File: src/rtl/riscv_core_int_ctrl.sv
// ---------------------------------------------------------------------------
// riscv_core_int_ctrl
//
// Purpose:
//   Machine-level interrupt controller for a RISC-V core. It contains one
//   level-sensitive gateway per external source, a priority/threshold
//   arbiter that drives the machine external interrupt line, a claim/complete
//   handshake, and an optional machine timer (mtime/mtimecmp).
//
// Optional feature macro:
//   INT_CTRL_TIMER_EN - when defined, builds the mtime/mtimecmp timer and
//                       drives o_riscv_core_mtip. When undefined, there is no
//                       timer storage, 0x7C5/0x7C6 read as zero and ignore
//                       writes, and o_riscv_core_mtip is tied low.
//
// Ports:
//   i_riscv_core_clk         single clock, rising edge
//   i_riscv_core_rst         synchronous active-high reset
//   i_riscv_core_irq_src     level-sensitive sources, bit k-1 is ID k
//   i_riscv_core_csr_wen     register write strobe
//   i_riscv_core_csr_waddr   write address
//   i_riscv_core_csr_wdata   write data
//   i_riscv_core_csr_raddr   read address
//   o_riscv_core_csr_rdata   registered read data
//   i_riscv_core_claim       one-cycle claim pulse
//   o_riscv_core_claim_id    registered claimed ID (0 = none)
//   i_riscv_core_complete    one-cycle completion pulse
//   i_riscv_core_complete_id ID being completed
//   o_riscv_core_meip        registered external interrupt pending
//   o_riscv_core_mtip        registered timer interrupt pending
//
// Register map:
//   0x7C0 enable, 0x7C1 threshold, 0x7C2 packed priorities,
//   0x7C3 pending (read-only), 0x7C5 mtimecmp, 0x7C6 mtime.
// ---------------------------------------------------------------------------
module riscv_core_int_ctrl #(
  parameter int XLEN     = 64,
  parameter int NUM_SRC  = 8,
  parameter int PRIO_W   = 3,
  parameter int TICK_DIV = 1,
  localparam int IDW     = $clog2(NUM_SRC + 1)
) (
  input  logic               i_riscv_core_clk,
  input  logic               i_riscv_core_rst,
  input  logic [NUM_SRC-1:0] i_riscv_core_irq_src,
  input  logic               i_riscv_core_csr_wen,
  input  logic [11:0]        i_riscv_core_csr_waddr,
  input  logic [XLEN-1:0]    i_riscv_core_csr_wdata,
  input  logic [11:0]        i_riscv_core_csr_raddr,
  output logic [XLEN-1:0]    o_riscv_core_csr_rdata,
  input  logic               i_riscv_core_claim,
  output logic [IDW-1:0]     o_riscv_core_claim_id,
  input  logic               i_riscv_core_complete,
  input  logic [IDW-1:0]     i_riscv_core_complete_id,
  output logic               o_riscv_core_meip,
  output logic               o_riscv_core_mtip
);

  localparam logic [11:0] ADDR_ENABLE   = 12'h7C0;
  localparam logic [11:0] ADDR_THRESH   = 12'h7C1;
  localparam logic [11:0] ADDR_PRIO     = 12'h7C2;
  localparam logic [11:0] ADDR_PENDING  = 12'h7C3;
  localparam logic [11:0] ADDR_MTIMECMP = 12'h7C5;
  localparam logic [11:0] ADDR_MTIME    = 12'h7C6;

  typedef enum logic [1:0] {
    GW_IDLE    = 2'd0,
    GW_PENDING = 2'd1,
    GW_CLAIMED = 2'd2
  } gwState_e;

  gwState_e                  gw_q [NUM_SRC];
  gwState_e                  gw_d [NUM_SRC];
  logic [NUM_SRC-1:0]        enable_q, enable_d;
  logic [PRIO_W-1:0]         thresh_q, thresh_d;
  logic [NUM_SRC*PRIO_W-1:0] prio_q, prio_d;
  logic [XLEN-1:0]           rdata_q, rdata_d;
  logic [IDW-1:0]            claimId_q, claimId_d;
  logic                      meip_q, meip_d;

  logic [NUM_SRC-1:0]        pendingVec;
  logic [IDW-1:0]            winner;
  logic [PRIO_W-1:0]         bestPrio;
  logic [PRIO_W-1:0]         srcPrio;

  // Arbiter: the running best starts at the threshold so that only sources
  // strictly above it can win. A strict greater-than comparison while
  // scanning upward from ID 1 makes ties resolve to the lowest ID.
  always_comb begin
    winner   = '0;
    bestPrio = thresh_q;
    srcPrio  = '0;
    for (int k = 0; k < NUM_SRC; k++) begin
      srcPrio = prio_q[k*PRIO_W +: PRIO_W];
      if (gw_q[k] == GW_PENDING && enable_q[k] && srcPrio > bestPrio) begin
        bestPrio = srcPrio;
        winner   = IDW'(k + 1);
      end
    end
  end

  // Gateway next state. A source that drops while PENDING stays pending;
  // a completed source returns to IDLE and can only re-pend on the
  // following cycle because IDLE samples the level one cycle later.
  // Out-of-range or zero complete IDs simply match no gateway.
  always_comb begin
    for (int k = 0; k < NUM_SRC; k++) begin
      gw_d[k] = gw_q[k];
      case (gw_q[k])
        GW_IDLE: begin
          if (i_riscv_core_irq_src[k]) begin
            gw_d[k] = GW_PENDING;
          end
        end
        GW_PENDING: begin
          if (i_riscv_core_claim && winner == IDW'(k + 1)) begin
            gw_d[k] = GW_CLAIMED;
          end
        end
        GW_CLAIMED: begin
          if (i_riscv_core_complete && i_riscv_core_complete_id == IDW'(k + 1)) begin
            gw_d[k] = GW_IDLE;
          end
        end
        default: gw_d[k] = GW_IDLE;
      endcase
    end
  end

  // Pending register view is just the gateways currently in PENDING.
  always_comb begin
    pendingVec = '0;
    for (int k = 0; k < NUM_SRC; k++) begin
      pendingVec[k] = (gw_q[k] == GW_PENDING);
    end
  end

  // Writable configuration registers. Only the implemented low bits are
  // kept, so unused bits naturally read back as zero.
  always_comb begin
    enable_d = enable_q;
    thresh_d = thresh_q;
    prio_d   = prio_q;
    if (i_riscv_core_csr_wen) begin
      case (i_riscv_core_csr_waddr)
        ADDR_ENABLE: enable_d = i_riscv_core_csr_wdata[NUM_SRC-1:0];
        ADDR_THRESH: thresh_d = i_riscv_core_csr_wdata[PRIO_W-1:0];
        ADDR_PRIO:   prio_d   = i_riscv_core_csr_wdata[NUM_SRC*PRIO_W-1:0];
        default: ;
      endcase
    end
  end

  // Claim loads whatever wins in the claim cycle, including 0 when nothing
  // is eligible, and then holds until the next claim. meip is the winner
  // flag delayed by one register stage.
  always_comb begin
    claimId_d = claimId_q;
    if (i_riscv_core_claim) begin
      claimId_d = winner;
    end
    meip_d = (winner != '0);
  end

`ifdef INT_CTRL_TIMER_EN
  localparam int PW = (TICK_DIV > 1) ? $clog2(TICK_DIV) : 1;

  logic [PW-1:0] presc_q, presc_d;
  logic [63:0]   mtime_q, mtime_d;
  logic [63:0]   mtimecmp_q, mtimecmp_d;
  logic          mtip_q, mtip_d;
  logic          tick;

  assign tick = (presc_q == PW'(TICK_DIV - 1));

  // Timer: mtime advances once per TICK_DIV cycles and wraps naturally at
  // 64 bits. A software write to mtime overrides the increment in the same
  // cycle and restarts the prescaler so the next tick is a full period away.
  always_comb begin
    mtime_d    = mtime_q;
    mtimecmp_d = mtimecmp_q;
    presc_d    = presc_q;
    if (tick) begin
      presc_d = '0;
      mtime_d = mtime_q + 64'd1;
    end else begin
      presc_d = presc_q + PW'(1);
    end
    if (i_riscv_core_csr_wen && i_riscv_core_csr_waddr == ADDR_MTIME) begin
      mtime_d = 64'(i_riscv_core_csr_wdata);
      presc_d = '0;
    end
    if (i_riscv_core_csr_wen && i_riscv_core_csr_waddr == ADDR_MTIMECMP) begin
      mtimecmp_d = 64'(i_riscv_core_csr_wdata);
    end
    mtip_d = (mtime_q >= mtimecmp_q);
  end

  // Timer state register; mtimecmp resets to all-ones so mtip stays low.
  always_ff @(posedge i_riscv_core_clk) begin
    if (i_riscv_core_rst) begin
      presc_q    <= '0;
      mtime_q    <= '0;
      mtimecmp_q <= '1;
      mtip_q     <= 1'b0;
    end else begin
      presc_q    <= presc_d;
      mtime_q    <= mtime_d;
      mtimecmp_q <= mtimecmp_d;
      mtip_q     <= mtip_d;
    end
  end

  assign o_riscv_core_mtip = mtip_q;
`else
  logic unusedWdata;

  // Without the timer, the upper write-data bits have no destination.
  assign unusedWdata       = ^i_riscv_core_csr_wdata;
  assign o_riscv_core_mtip = 1'b0;
`endif

  // Read mux sampled from current register contents, so a write in the
  // same cycle shows up only on the following read.
  always_comb begin
    rdata_d = '0;
    case (i_riscv_core_csr_raddr)
      ADDR_ENABLE:   rdata_d[NUM_SRC-1:0]        = enable_q;
      ADDR_THRESH:   rdata_d[PRIO_W-1:0]         = thresh_q;
      ADDR_PRIO:     rdata_d[NUM_SRC*PRIO_W-1:0] = prio_q;
      ADDR_PENDING:  rdata_d[NUM_SRC-1:0]        = pendingVec;
`ifdef INT_CTRL_TIMER_EN
      ADDR_MTIMECMP: rdata_d = XLEN'(mtimecmp_q);
      ADDR_MTIME:    rdata_d = XLEN'(mtime_q);
`endif
      default: ;
    endcase
  end

  // Main state register. Reset drops every gateway to IDLE, which also
  // discards any outstanding claim without needing a complete.
  always_ff @(posedge i_riscv_core_clk) begin
    if (i_riscv_core_rst) begin
      for (int k = 0; k < NUM_SRC; k++) begin
        gw_q[k] <= GW_IDLE;
      end
      enable_q  <= '0;
      thresh_q  <= '0;
      prio_q    <= '0;
      rdata_q   <= '0;
      claimId_q <= '0;
      meip_q    <= 1'b0;
    end else begin
      for (int k = 0; k < NUM_SRC; k++) begin
        gw_q[k] <= gw_d[k];
      end
      enable_q  <= enable_d;
      thresh_q  <= thresh_d;
      prio_q    <= prio_d;
      rdata_q   <= rdata_d;
      claimId_q <= claimId_d;
      meip_q    <= meip_d;
    end
  end

  assign o_riscv_core_csr_rdata = rdata_q;
  assign o_riscv_core_claim_id  = claimId_q;
  assign o_riscv_core_meip      = meip_q;

endmodule

File: config.mk
export PLATFORM = sky130hd
export DESIGN_NAME = riscv_core_int_ctrl
export DESIGN_NICKNAME = d
export VERILOG_FILES = /design/src/rtl/riscv_core_int_ctrl.sv
export SDC_FILE = /design/constraint.sdc
export NUM_CORES = 1
export LEC_CHECK = 0
export ABC_AREA = 1
export CORE_MARGIN = 4
export CORE_UTILIZATION = 44
export DETAILED_ROUTE_END_ITERATION = 10
export GPL_TIMING_DRIVEN = 0
export MAX_ROUTING_LAYER = met4
export PLACE_DENSITY = 0.89
export SLEW_MARGIN = 20
export SYNTH_ARGS = -nofsm -noshare
export SYNTH_HDL_FRONTEND = slang
export SYNTH_SLANG_ARGS = --single-unit
File: constraint.sdc
create_clock -name i_riscv_core_clk -period 11.45 [get_ports i_riscv_core_clk]
set_input_delay 1.145 -clock i_riscv_core_clk [delete_from_list [all_inputs] [get_ports i_riscv_core_clk]]
set_output_delay 1.145 -clock i_riscv_core_clk [all_outputs]
set_load 0.05 [all_outputs]
==> impl_metrics.tcl, run 1 <==
set metrics [dict create \
    syn-instance-count 604 \
    max_slew_margin 0.5085 \
    antenna_found_initial 0 \
    firstDrtPassIters 5 \
    ctsResizeCount 0 \
    max_freq_mhz 106.5 \
    cp.required_ns 11.67 \
    drt_wl_total_um 11270 \
    start_kind "flip-flop" \
    final_common_cell "clkdlybuf4s50_1" \
    maxCapViolations 0 \
    r2r_end "gw_q[0][2]" \
    clk_path_buf_depth 2 \
    grtUsageMet2 0.3158 \
    power_uw 583.9 \
    finalSetupViolations 0 \
    die_area_mm2 0.01192 \
    rsz0062_at_grt "false" \
    pwr-share-comb 0.148 \
    finalWeightedCongestion 0.9343 \
    syn_area_per_cell_um2 7.460 \
    cpMaxStageDelayCell "dfxtp_1" \
    clock_latency_ns 0.36 \
    n_fill_cell 866 \
    syn_area_mm2 0.004506 \
    num_antenna_cells 0 \
    ir_worst_vdd_mv 0.06838 \
    hold_depth 2 \
    hpwlAfterDp_um 9046 \
    io_pins 175 \
    hold_path_end "o_riscv_core_csr_rdata[22]" \
    drc 0 \
    yosys_warnings 0 \
    cts_buffers 9 \
    critPathMaxStageDelay_ns 0.35 \
    sw_frac_of_total 0.2599 \
    timing.final.max_slew_violations 0 \
    layout_common_cells "clkdlybuf4s50_1 (91), dfxtp_1 (80), nor2_1 (78)" \
    grt.overflow.total 0 \
    ys_seq_area_frac 0.3555 \
    grt_pass1_vias 3969 \
    grt_pass1_wl_um 17820 \
    cp_max_fo 9 \
    viasPerCell 4.963 \
    wl_per_cell_um 12.76 \
    htreeDepth 3 \
    p_per_area_mw_per_mm2 98.20 \
    worst_slew_pin_slew_ns 0.7312 \
    final_nets 865 \
    worstHoldPathType "flip-flop to flip-flop" \
    drive_gt1_frac 0.1520 \
    path_buf_inv 2 \
    leakagePower_uw 0.002538 \
    p_clk_frac 0.369 \
    yosys.cell_types.count 44 \
    crit_arrival_ns 9.61 \
    period_minus_slack_ns 9.388 \
    rows 36 \
    antenna_left 0 \
    p_int_uw 432.1 \
    coreArea_mm2 0.009864 \
    final_hold_viol_count 0 \
    grtUsageMet1 0.2376 \
    clk_pin_slew_ns 0.07 \
    busiest_layer "met2" \
    crit_path_end_kind "flip-flop" \
    area_growth_pct 31.96 \
    switchingPower_uw 151.8 \
    tns_ns 0 \
    cts_tree "done" \
    fin_worst_skew_ns 0.009922 \
    initial_utilization 0.4567 \
    timing.rr.start "thresh_q[2]" \
    status "finished, final reports clean" \
    io_buffers 91 \
    r2r.worst_path.cells 52 \
    cts_setup_buffers 0 \
    die_h_um 109.2 \
    gr-usage-met3 0.02487 \
    ctsHoldBuffers 0 \
    ys_ff_latch 80 \
    fp.dieW_um 109.2 \
    cts_sinks 80 \
    min_from "prio_q[22]" \
    drtIter0Drc 313 \
    clockRootBuffer "clkbuf_8" \
    crit_family "compound AO/OA/AOI/OAI gates" \
    grt_util_all_layers 0.1918 \
    seqPwrFrac 0.483 \
    finalCritPeriodShare 0.8199 \
    reg2reg_slack_ns 2.06 \
    vias 4382 \
    grt_max_degree 13 \
    criticalPathCategory "flip-flop to flip-flop" \
    path_common_cell "o21ai_0" \
    final_util 0.6027 \
]
-- worst reg2reg max path: cells and delay by family, from the launching register on --
kind / cells / cell delay (ns)
AO/OA/AOI/OAI: 16 / 3.26
buffers and inverters: 2 / 0.17
AND/OR/NAND/NOR: 26 / 3.02
flip-flops: 1 / 0.35
adder cells (fa/ha/maj): 8 / 2.47
-- power groups by stage --
stage / sequential [uW] / clock [uW] / combinational (uW)
2_1_floorplan: 289 / 0 / 55.2
3_3_place_gp: 288 / 0 / 84.1
3_5_place_dp: 289 / 0 / 85.0
4_1_cts: 282 / 217 / 85.3
5_1_grt: 282 / 229 / 91.9
6_report: 282 / 216 / 86.3
-- cell usage after synthesis (all sizes together) --
library cell	n	area, um^2
or2	1	6.260
o32ai	1	8.760
o41ai	1	8.760
nand3b	2	15.01
a311oi	1	8.760
nor4	17	106.4
o22ai	4	25.02
clkinv	1	3.750
o21bai	1	7.510
o21ai	46	230.2
clkbuf	14	52.55
nor3b	1	7.510
o2111ai	1	8.760
conb	1	3.750
nor3	9	45.04
nand3	42	290.3
a211oi	17	140.1
buf	42	311.6
nor2	83	339.1
o311ai	4	35.03
o211ai	5	51.30
a31oi	1	6.260
nand4	9	56.30
dfxtp	80	1602
nand2	91	434.2
a221oi	3	26.28
and2	1	6.260
ha	14	175.2
a21oi	27	176.4
inv	84	317.8
-- worst max-delay path by stage --
stage,depth (start not counted),slack [ns],to,from
floorplan,52,3.31,gw_q[0][2],thresh_q[2]
global placement,52,2.34,gw_q[0][4],thresh_q[2]
detailed placement,51,2.17,gw_q[0][6],thresh_q[2]
CTS,51,2.09,gw_q[0][6],thresh_q[2]
global route,52,1.14,gw_q[0][0],thresh_q[2]
finish,52,2.06,gw_q[0][2],thresh_q[2]
-- registers in the layout, summed over array words and instances (netlist names) --
signal / flops
o_riscv_core_claim_id: 4
gw_q: 16
thresh_q: 3
prio_q: 24
o_riscv_core_meip: 1
o_riscv_core_csr_rdata: 24
enable_q: 8
-- final cells by class --
class                      count  area [um^2]  area share
buffer                        56        364.1     0.06124
clock buffer                  13        168.9     0.02841
clock inverter                 2        37.54    0.006313
inverter                      85        321.6     0.05408
multi-input combinational    423         2375      0.3994
sequential                    80         1602      0.2694
tap                          133        166.4     0.02799
timing repair buffer          91        910.9      0.1532
-- logic make-up after synthesis --
family,after synthesis,synth area share
simple gates,256,0.2899
buf+inv,141,0.1522
compound gates,112,0.1627
flops,80,0.3555
fa+ha+maj,14,0.03888
other cells,1,0.0008323
-- metrics by stage --
step / instances / cell area, um^2 / hold WS, ns / worst slack [ns]
after detailed placement: 868 / 5733 / 0.4394 / 2.173
after floorplan: 644 / 4656 / 0.4227 / 3.306
after global routing: 883 / 5946 / 0.4815 / 1.137
after CTS: 883 / 5939 / 0.4524 / 2.089
after global placement: 868 / 5733 / 0.4432 / 2.338
final: 883 / 5946 / 0.4497 / 2.062
-- layer usage --
| layer | share of wire | vias up |
|---|---|---|
| met5 | 0 | - |
| met4 | 0.018 | 0 |
| met3 | 0.072 | 18 |
| met2 | 0.48 | 159 |
| met1 | 0.43 | 1989 |
| li1 | - | 2216 |
No activity file was read; power rests on OpenSTA's default activity.
==> run 2, diff against run 1 <==
--- a/config.mk
+++ b/config.mk
@@ -7,11 +7,11 @@
 export LEC_CHECK = 0
 export ABC_AREA = 1
 export CORE_MARGIN = 4
-export CORE_UTILIZATION = 44
+export CORE_UTILIZATION = 40
 export DETAILED_ROUTE_END_ITERATION = 10
 export GPL_TIMING_DRIVEN = 0
 export MAX_ROUTING_LAYER = met4
-export PLACE_DENSITY = 0.89
+export PLACE_DENSITY = 0.85
 export SLEW_MARGIN = 20
 export SYNTH_ARGS = -nofsm -noshare
 export SYNTH_HDL_FRONTEND = slang
==> constraint.sdc (replaced) <==
create_clock -name i_riscv_core_clk -period 8.63 [get_ports i_riscv_core_clk]
set_input_delay 0.863 -clock i_riscv_core_clk [delete_from_list [all_inputs] [get_ports i_riscv_core_clk]]
set_output_delay 0.863 -clock i_riscv_core_clk [all_outputs]
set_load 0.05 [all_outputs]
==> impl_metrics.tcl, run 2 (same netlist as run 1, synthesis figures left out) <==
set metrics [dict create \
    pwr-share-comb 0.134 \
    crit_arrival_ns 8.45 \
    die_area_mm2 0.01303 \
    coreArea_mm2 0.01094 \
    seqPwrFrac 0.438 \
    rows 38 \
    leakagePower_uw 0.002619 \
    grt_pass1_wl_um 18440 \
    ir_worst_vdd_mv 0.08579 \
    criticalPathCategory "flip-flop to flip-flop" \
    io_buffers 91 \
    hpwlAfterDp_um 9124 \
    layout_common_cells "clkdlybuf4s50_1 (91), nor2_1 (78), dfxtp_1 (78)" \
    multiInputGateArea_mm2 0.002460 \
    finalWeightedCongestion 0.8920 \
    fin_worst_skew_ns 0.003120 \
    grt.overflow.total 0 \
    clk_pin_slew_ns 0.06 \
    fin_cells 895 \
    vias 4389 \
    max_slew_margin 0.5173 \
    firstDrtPassIters 5 \
    antenna_left 0 \
    cp_max_fo 9 \
    path_buf_inv 5 \
    grt_util_all_layers 0.1815 \
    timing.final.max_slew_violations 0 \
    ctsHoldBuffers 0 \
    start_kind "flip-flop" \
    drc 0 \
    final_util 0.5621 \
    whs_ns 0.4563 \
    htreeDepth 3 \
    crit_end "gw_q[0][2]" \
    grt_max_degree 13 \
    finalCritPeriodShare 0.9559 \
    p_clk_frac 0.427 \
    worstHoldPathType "flip-flop to flip-flop" \
    worstSetupPathDepth 59 \
    sw_frac_of_total 0.2506 \
    startpoint "thresh_q[2]" \
    antenna_found_initial 0 \
    clk_path_buf_depth 2 \
    period_minus_slack_ns 8.249 \
    cts_buffers 9 \
    r2r_end "gw_q[0][2]" \
    dp.cells 875 \
    crit_family "simple AND/OR/NAND/NOR gates" \
    clockRootBuffer "clkbuf_16" \
    num_antenna_cells 0 \
    seqCellArea_mm2 0.001604 \
    io_pins 175 \
    wl_per_cell_um 13.25 \
    viasPerCell 4.904 \
    maxCapViolations 0 \
    area_growth_pct 36.43 \
    p_per_area_mw_per_mm2 139.1 \
    initial_utilization 0.4120 \
    crit_path_end_kind "flip-flop" \
    power_uw 854.9 \
    final_nets 869 \
    drive_gt1_frac 0.1735 \
    drtIter0Drc 259 \
    r2r.worst_path.cells 59 \
    drt_wl_total_um 11860 \
    fp.dieW_um 114.1 \
    final_common_cell "clkdlybuf4s50_1" \
    clock_latency_ns 0.34 \
    grt_pass1_vias 4138 \
    final_hold_viol_count 0 \
    worst_slew_pin_slew_ns 0.7180 \
    die_h_um 114.1 \
    status "finished, final reports clean" \
    critPathMaxStageDelay_ns 0.36 \
    tns_ns 0 \
    cts_tree "done" \
    cts_sinks 80 \
    p_int_uw 640.6 \
    switchingPower_uw 214.3 \
    n_fill_cell 1000 \
    reg2reg_slack_ns 0.38 \
    finalSetupViolations 0 \
    max_freq_mhz 121.2 \
    timing.rr.start "thresh_q[2]" \
    cpMaxStageDelayCell "dfxtp_1" \
    cp.required_ns 8.83 \
    path_common_cell "nand2_1" \
]
==> run 2: worst reg2reg max path: cells and delay by family (launching register included) <==
family / cells / cell delay, ns
simple gates: 31 / 3.07
fa+ha+maj: 8 / 2.37
compound gates: 15 / 1.85
buf+inv: 5 / 0.47
flops: 1 / 0.36
==> run 2: per-stage QoR <==
stage | worst slack, ns | instance area, um^2
after detailed placement | -0.6658 | 5742
after global routing | -0.09711 | 6147
after global placement | -0.4973 | 5742
after floorplan | 0.4857 | 4656
final | 0.3806 | 6147
after CTS | 0.007237 | 6043
==> run 2: how the worst min path moves through the flow <==
| stage | startpoint | to | slack, ns | depth (start not counted) |
|---|---|---|---|---|
| global placement | prio_q[22] | o_riscv_core_csr_rdata[22] | 0.45 | 2 |
| floorplan | prio_q[22] | o_riscv_core_csr_rdata[22] | 0.42 | 2 |
| detailed placement | prio_q[21] | o_riscv_core_csr_rdata[21] | 0.45 | 2 |
| finish | prio_q[21] | o_riscv_core_csr_rdata[21] | 0.46 | 2 |
| CTS | prio_q[21] | o_riscv_core_csr_rdata[21] | 0.46 | 2 |
| global route | prio_q[22] | o_riscv_core_csr_rdata[22] | 0.48 | 2 |
==> run 2: area by class of cell <==
cell class              count  area share
clock inverters             4    0.007327
flip-flops and latches     80      0.2609
repair buffers             95      0.1531
plain buffers              56     0.05923
inverters                  85     0.05231
well taps                 140     0.02850
multi-input cells         423      0.4002
clock buffers              12     0.03847
==> run 2: layer usage <==
layer	up-vias	share of wire	wire length, um	GRT usage
met1	1982	0.42	5019	0.2211
met4	0	0.017	206	0.07443
met3	17	0.078	922	0.04281
met2	168	0.48	5709	0.2896
met5	-	0	0	-
li1	2222	-	-	-
==> run 2: what timing repair did <==
action                     CTS  global route
pin swaps                    0             4
setup endpoints to repair   21            21
buffers inserted             2             2
resized for setup            9            22
hold endpoints to repair     0             0
==> run 2: power groups by stage <==
stage / registers, uW / logic, uW / clock network (uW)
2_1_floorplan: 384 / 73.3 / 0
3_3_place_gp: 383 / 112 / 0
3_5_place_dp: 383 / 113 / 0
4_1_cts: 375 / 114 / 371
5_1_grt: 375 / 122 / 390
6_report: 375 / 115 / 365
